<file path="src/rtl/toggle_cover_drain_if.sv">
// Cover-index stream from a toggle coverage drain to the downstream collector.
interface toggle_cover_drain_if;
  logic        out_valid;
  logic        out_ready;
  logic [63:0] out_index;

  modport master (output out_valid, output out_index, input out_ready);
  modport slave  (input out_valid, input out_index, output out_ready);
endinterface

</file>
<file path="src/rtl/toggle_cover_drain.sv">
// Sticky toggle coverage map: records first hit of each point, emits each newly
// covered point once as a global index on a valid/ready stream, and counts coverage.
module toggle_cover_drain #(
  parameter int              WIDTH       = 62,
  parameter longint unsigned COVER_INDEX = 0,
  parameter longint unsigned COVER_TOTAL = 8940,
  parameter int              CNT_W       = $clog2(WIDTH+1)
) (
  input  logic                    clock,
  input  logic                    reset,
  input  logic [WIDTH-1:0]        valid,
  input  logic                    enable,
  input  logic                    clear,
  toggle_cover_drain_if.master    out,
  output logic [CNT_W-1:0]        covered_count,
  output logic                    all_covered
);
  localparam int IDX_W = (WIDTH > 1) ? $clog2(WIDTH) : 1;

  if (COVER_INDEX + longint'(WIDTH) > COVER_TOTAL) begin : g_range_chk
    $error("toggle_cover_drain: COVER_INDEX+WIDTH exceeds COVER_TOTAL");
  end

  logic [WIDTH-1:0] covered, pending, new_hits, pend_clr;
  logic [CNT_W-1:0] hit_cnt;
  logic [IDX_W-1:0] sel_bit;
  logic             sel_found, load;

  assign new_hits    = valid & ~covered & {WIDTH{enable}};
  assign load        = !out.out_valid || out.out_ready;
  assign all_covered = (covered_count == CNT_W'(WIDTH));

  // Lowest set bit of registered pending only; this cycle's hits wait one edge.
  always_comb begin
    sel_found = 1'b0;
    sel_bit   = '0;
    for (int i = WIDTH-1; i >= 0; i--) begin
      if (pending[i]) begin
        sel_found = 1'b1;
        sel_bit   = IDX_W'(i);
      end
    end
  end

  always_comb begin
    pend_clr = '0;
    if (load && sel_found) pend_clr[sel_bit] = 1'b1;
  end

  always_comb begin
    hit_cnt = '0;
    for (int i = 0; i < WIDTH; i++) hit_cnt = hit_cnt + CNT_W'(new_hits[i]);
  end

  always_ff @(posedge clock) begin
    if (reset || clear) begin
      covered       <= '0;
      pending       <= '0;
      covered_count <= '0;
      out.out_valid <= 1'b0;
      out.out_index <= '0;
    end else begin
      covered       <= covered | new_hits;
      pending       <= (pending & ~pend_clr) | new_hits;
      covered_count <= covered_count + hit_cnt;
      if (load) begin
        out.out_valid <= sel_found;
        if (sel_found) out.out_index <= 64'(COVER_INDEX) + 64'(sel_bit);
      end
    end
  end

`ifndef SYNTHESIS
  logic             stall_q;
  logic [63:0]      idx_q;
  logic [CNT_W-1:0] cov_pop;

  always_comb begin
    cov_pop = '0;
    for (int i = 0; i < WIDTH; i++) cov_pop = cov_pop + CNT_W'(covered[i]);
  end

  always_ff @(posedge clock) begin
    stall_q <= !reset && !clear && out.out_valid && !out.out_ready;
    idx_q   <= out.out_index;
    if (!reset) begin
      if (stall_q) assert (out.out_valid && out.out_index == idx_q)
        else $error("out_index changed while stalled");
      assert (covered_count == cov_pop) else $error("covered_count != popcount(covered)");
      assert ((pending & ~covered) == '0) else $error("pending not subset of covered");
    end
  end
`endif
endmodule

</file>
<file path="src/flat_wrapper.sv">
// flat-port wrapper written by rule: the top's interface ports become plain ports
module toggle_cover_drain_flat 
#(
  parameter int              WIDTH       = 62,
  parameter longint unsigned COVER_INDEX = 0,
  parameter longint unsigned COVER_TOTAL = 8940,
  parameter int              CNT_W       = $clog2(WIDTH+1)
)
  (clock, reset, valid, enable, clear, covered_count, all_covered, out_out_valid, out_out_index, out_out_ready);
  toggle_cover_drain_if out_i ();
  input  logic clock;
  input  logic reset;
  input  logic [WIDTH-1:0] valid;
  input  logic enable;
  input  logic clear;
  output logic [CNT_W-1:0] covered_count;
  output logic all_covered;
  output wire logic [$bits(out_i.out_valid)-1:0] out_out_valid;
  output wire logic [$bits(out_i.out_index)-1:0] out_out_index;
  input wire logic [$bits(out_i.out_ready)-1:0] out_out_ready;
  assign out_out_valid = out_i.out_valid;
  assign out_out_index = out_i.out_index;
  assign out_i.out_ready = out_out_ready;
  toggle_cover_drain #(.WIDTH(WIDTH), .COVER_INDEX(COVER_INDEX), .COVER_TOTAL(COVER_TOTAL), .CNT_W(CNT_W)) u_core (.clock(clock), .reset(reset), .valid(valid), .enable(enable), .clear(clear), .out(out_i), .covered_count(covered_count), .all_covered(all_covered));
endmodule
</file>
<file path="config.mk">
export PLATFORM = sky130hd
export DESIGN_NAME = toggle_cover_drain_flat
export DESIGN_NICKNAME = d
export VERILOG_FILES = /design/src/rtl/toggle_cover_drain_if.sv /design/src/rtl/toggle_cover_drain.sv /design/src/flat_wrapper.sv
export SDC_FILE = /design/constraint.sdc
export NUM_CORES = 1
export LEC_CHECK = 0
export CAP_MARGIN = 5
export CORE_UTILIZATION = 50
export CTS_BUF_LIST = sky130_fd_sc_hd__clkbuf_2 sky130_fd_sc_hd__clkbuf_4 sky130_fd_sc_hd__clkbuf_8
export CTS_CLUSTER_SIZE = 40
export DETAILED_ROUTE_END_ITERATION = 8
export PLACE_DENSITY_LB_ADDON = 0.05
export SLEW_MARGIN = 20
export SYNTH_ARGS = -nofsm -noshare
export SYNTH_HDL_FRONTEND = slang
export SYNTH_SLANG_ARGS = --single-unit
</file>
<file path="constraint.sdc">
create_clock -name clock -period 8.67 [get_ports clock]
set_clock_uncertainty 0.05 [all_clocks]
set_input_delay 2.601 -clock clock [delete_from_list [all_inputs] [get_ports clock]]
set_output_delay 2.601 -clock clock [all_outputs]
set_load 0.01 [all_outputs]
</file>
; ---- Word level (Yosys, flattened, before mapping)
; Cells that the tools add are included.
; W data, S select, Z words.
[op_classes]
n_reduce_logical = 6
add_sub_neg = 62
bitwise_logic = 7
eq_ne = 1
n_mux = 127
order_cmp = 2
[ops]
columns = cell, count
row1 = $mux W6, 62
row2 = $add A6 B1 Y6, 60
row3 = $and A62 B62 Y62, 3
row4 = $not A62 Y62, 2
row5 = $or A62 B62 Y62, 2
row6 = $mux W1, 63
row7 = $mux W62, 1
row8 = $lt A6 B7 Y1 const B, 1
row9 = $add A6 B6 Y6, 1
row10 = $demux W1 S6, 1
row11 = $eq A6 B6 Y1 const B, 1
row12 = $ge A6 B1 Y1 const B, 1
row13 = $add A1 B1 Y2, 1
row14 = $logic_and A1 B1 Y1, 2
row15 = $logic_or A1 B1 Y1, 2
row16 = $reduce_and A2 Y1, 1
row17 = $logic_not A1 Y1, 1
[word_totals]
regBits = 137
wordCells = 210
input_bits = 67

; ---- Longest topological paths before layout
[logic_depth]
ltp_word = 70
ltp_mapped = 26

; ---- Worst setup path after synthesis
; OpenSTA, ideal clock, no wires.
[synth_timing]
kind = input to register
startpoint = input enable
endpoint = register u_core.covered_count[5]
required_ps = 8492
n_path_buf = 3
path_slack_ps = -271
arrival_time_ps = 8763
stages = 23
cell_sequence = clkbuf_1 clkbuf_1 buf_1 nand2_1 nor2_1 ha_1 inv_1 fa_1 fa_1 fa_1 fa_1 fa_1 fa_1 fa_1 fa_1 inv_1 ha_1 a21o_1 a21oi_1 o21bai_1 a21oi_1 xnor2_1 nor2_1
[synth_via]
elab_chain_cells = 63
[synth_rtl]
columns = element, line_no
row1 = from (decl), flat_wrapper.sv:14  ; input logic enable;
row2 = $and A62 B62 Y62 (*), toggle_cover_drain.sv:29  ; assign new_hits = valid & ~covered & {WIDTH{enable}};
row3 = $add A1 B1 Y2, toggle_cover_drain.sv:52  ; for (int i = 0; i < WIDTH; i++) hit_cnt = hit_cnt + CNT_W'(new_hits[i]);
row4 = $add A6 B1 Y6 (59 in series), toggle_cover_drain.sv:52
row5 = $add A6 B1 Y6 (*), toggle_cover_drain.sv:52
row6 = $add A6 B6 Y6 (*), toggle_cover_drain.sv:65  ; covered_count <= covered_count + hit_cnt;
row7 = to (signal assigned), toggle_cover_drain.sv:65
row8 = to (decl), toggle_cover_drain.sv:15  ; output logic [CNT_W-1:0] covered_count,
; Mark *: on every way between the ends. The rest lies on a longest branch, timed or not.
; A chain may end at the register's enable or synchronous reset.

; ---- Final worst setup path
[layout_timing]
startpoint = input valid[16]
endpoint = register u_core.covered_count[5]
[layout_via]
elab_chain_cells = 49
[layout_rtl]
columns = element, line_no
row1 = from (decl), flat_wrapper.sv:13  ; input logic [WIDTH-1:0] valid;
row2 = $and A62 B62 Y62 (2 in series), toggle_cover_drain.sv:29
row3 = $add A6 B1 Y6 (46 in series), toggle_cover_drain.sv:52
row4 = $add A6 B6 Y6, toggle_cover_drain.sv:65
; Every way passes these cells.

==> impl_metrics.ini <==
[status]
outcome = complete, no violations

[drt]
drt_iter0_drc = 542
ant_nets = 0
drc = 0
viasPerCell = 5.40
vias = 7003
drtPass1Iterations = 7
routed_wl_mm = 21.8
post_drt_wl_per_cell_um = 16.8

[floorplan]
rows = 46
die_x_um = 130
core-area_um2 = 16000
ioPinCount = 139
fp.dieH_um = 130
dieArea_um2 = 17000
initial_core_util = 0.515

[setup_path]
worst-r2r-setup-slack_ns = 2.55
reg2reg_from = u_core.covered[54]
cp_common_cell = fa_1
worstSetupEndpointType = flop
slowest_delay_ns = 0.57
critPathMaxFanout = 2
required_ns = 8.93
slowest_stage = fa_1
path_class = in2reg
path_cells = clkdlybuf4s50_1, nand2_1, or2_2, inv_1, fa_2, fa_1, inv_1, fa_1, fa_1, fa_1, fa_1, fa_1, fa_1, inv_1, ha_1, a21o_1, a21oi_2, o21bai_1, a21oi_2, xnor2_1, nor2_1
cp_data_arrival_time_ns = 8.67
cp-startpoint = valid[16]
critPathLaunchType = primary input

[min_path]
worstHoldStart = u_core.covered[20]
hp-class = reg2reg

[synthesis]
synth-seq-cells = 137
async_flop_share = 0
ys_seq_area_frac = 0.333
syn_avg_cell_area_um2 = 8.59
yosysMostFrequentCell = dfxtp_1
syn_inst = 959
syn_area_um2 = 8240
synth_edf_count = 0
yosysUniqueCellTypes = 64
ys.flop_type = dfxtp_1
synthTopCellsByArea = dfxtp_1 33%, fa_1 13%, a21oi_1 6.0%, nor2_1 5.9%, buf_4 5.4%
synth_top_area_cell = dfxtp_1
yosys.area.top_type_share = 0.333
synthTopCellsByCount = 137 x dfxtp_1, 129 x nor2_1, 98 x a21oi_1
ys_warn_count = 0

[final_layout]
antenna_cells = 0
drive_gt1_frac = 0.117
fillers = 1473
multi_input_area_um2 = 4820
syn_to_final_growth_pct = 18.4
final_net_count = 1212
final-seq-area_um2 = 2740
final_util = 0.610

[global_routing]
grt.overflow.total = 0
grt_usage = 0.276
grt_max_degree = 104
grt_pass1_wl_mm = 34.6
grt_pass1_vias = 6233
antenna_found_initial = 0

[sta]
setup_viol = 0
final_hold_viol_count = 0
setup_slack_ns = 0.255
hold_ws_ns = 0.412
period_minus_slack_ns = 8.41
tightest_slew_ns = 0.981
fmax_ghz = 0.119
timing.final.crit_share = 0.971
slew_violations = 0
relSlewSlack = 0.346

[clock_tree]
clock-root-buffer = clkbuf_8
cts_tree = yes
htree_levels = 4
cts.clk_slew.worst_paths_ns = 0.08
clock_path_buffers = 2
numCtsBuffers = 17
clk_latency_ns = 0.46
cts.sink_count = 137

[power_and_ir_drop]
power.density_nw_per_um2 = 348
vdd_drop_max_uv = 517
p_leak_nw = 4.23
power_w = 0.00340

[placement]
place.detailed.hpwl_mm = 16.4
place_congestion = 0.901
dp_slack_ns = -0.309
portBuffers = 80

[run]
maxCapViolations = 0
[critical path: cells and delay by family]
kind            cells  cell delay, ns
buf+inv             4            0.69
simple gates        3            0.41
fa+ha+maj           9            4.31
xor+xnor            1            0.13
compound gates      4            0.55
[final cells by class]
type | count | area share
Clock buffer | 18 | 0.0254
Timing Repair Buffer | 130 | 0.123
Multi-Input combinational cell | 696 | 0.494
Clock inverter | 13 | 0.0155
Tap cell | 216 | 0.0277
Sequential cell | 137 | 0.281
Inverter | 86 | 0.0331
[cells by family (layout without fill, tap and decap cells)]
family | after synthesis | in the layout | share of synthesized area
AOI/OAI and AO/OA | 233 | 233 | 0.177
xor gates and xnor gates | 9 | 9 | 0.00957
adders and majority gates | 77 | 77 | 0.165
buffers and inverters | 183 | 247 | 0.111
DFF | 137 | 137 | 0.333
muxes | 2 | 2 | 0.00243
other | 1 | 58 | 0.000455
and+or+nand+nor | 317 | 317 | 0.201
[placed cells by master, fill, tap and decap left out, drive strengths merged, types with 9 or more instances in the layout]
cell type / Yosys / final
nor2: 129 / 129
or4: 15 / 15
dfxtp: 137 / 137
conb: 1 / 58
a31oi: 23 / 23
ha: 24 / 24
a21oi: 99 / 99
clkbuf: 29 / 18
clkdlybuf4s50: 0 / 79
fa: 53 / 53
buf: 68 / 51
nor2b: 14 / 14
nor4: 17 / 17
nand2b: 9 / 9
o21ai: 38 / 38
nand2: 44 / 44
or2: 22 / 22
nor3: 14 / 14
a311oi: 11 / 11
o41ai: 12 / 12
inv: 86 / 87
nand3b: 28 / 28
[layer usage]
layer  vias up  GRT usage  share of wire
met5         -          0              0
li1       3398          -              -
met1      3301      0.418           0.49
met2       281      0.394           0.42
met4         0     0.0744          0.014
met3        23     0.0554          0.066
[per-stage QoR]
stage | std cells | setup TNS, ns | area, um^2
floorplan | 1016 | 0 | 8470
finish | 1296 | 0 | 9750
global route | 1296 | -0.00229 | 9750
CTS | 1295 | 0 | 9720
global placement | 1264 | -0.880 | 9320
detailed placement | 1264 | -1.02 | 9320
[path summary, 6_finish.rpt]
| check | to | depth (start not counted) |
|---|---|---|
| max | u_core.covered_count[5] | 21 |
| min | u_core.covered[20] | 2 |
| max reg2reg | u_core.covered_count[4] | 22 |
| min reg2reg | u_core.covered[20] | 2 |
[state kept, by name, indices dropped and copies added (netlist names)]
signal,count
u_core.covered_count,6
u_core.pending,62
u_core.covered,62
u_core.out.out_index,6
u_core.out.out_valid,1
[where the power goes]
group | leakage [nW] | switching (W) | total, W | internal (W)
Combinational | 2.91 | 0.00111 | 0.00215 | 0.00104
Sequential | 1.12 | 0.0000273 | 0.000694 | 0.000666
Clock | 0.200 | 0.000263 | 0.000551 | 0.000288
[what timing repair did]
item,CTS,global route
setup endpoints to repair,0,2
hold buffers,0,0
setup buffers,0,1
resized for setup,0,8
Note: power is estimated with default switching activity, not from simulation.
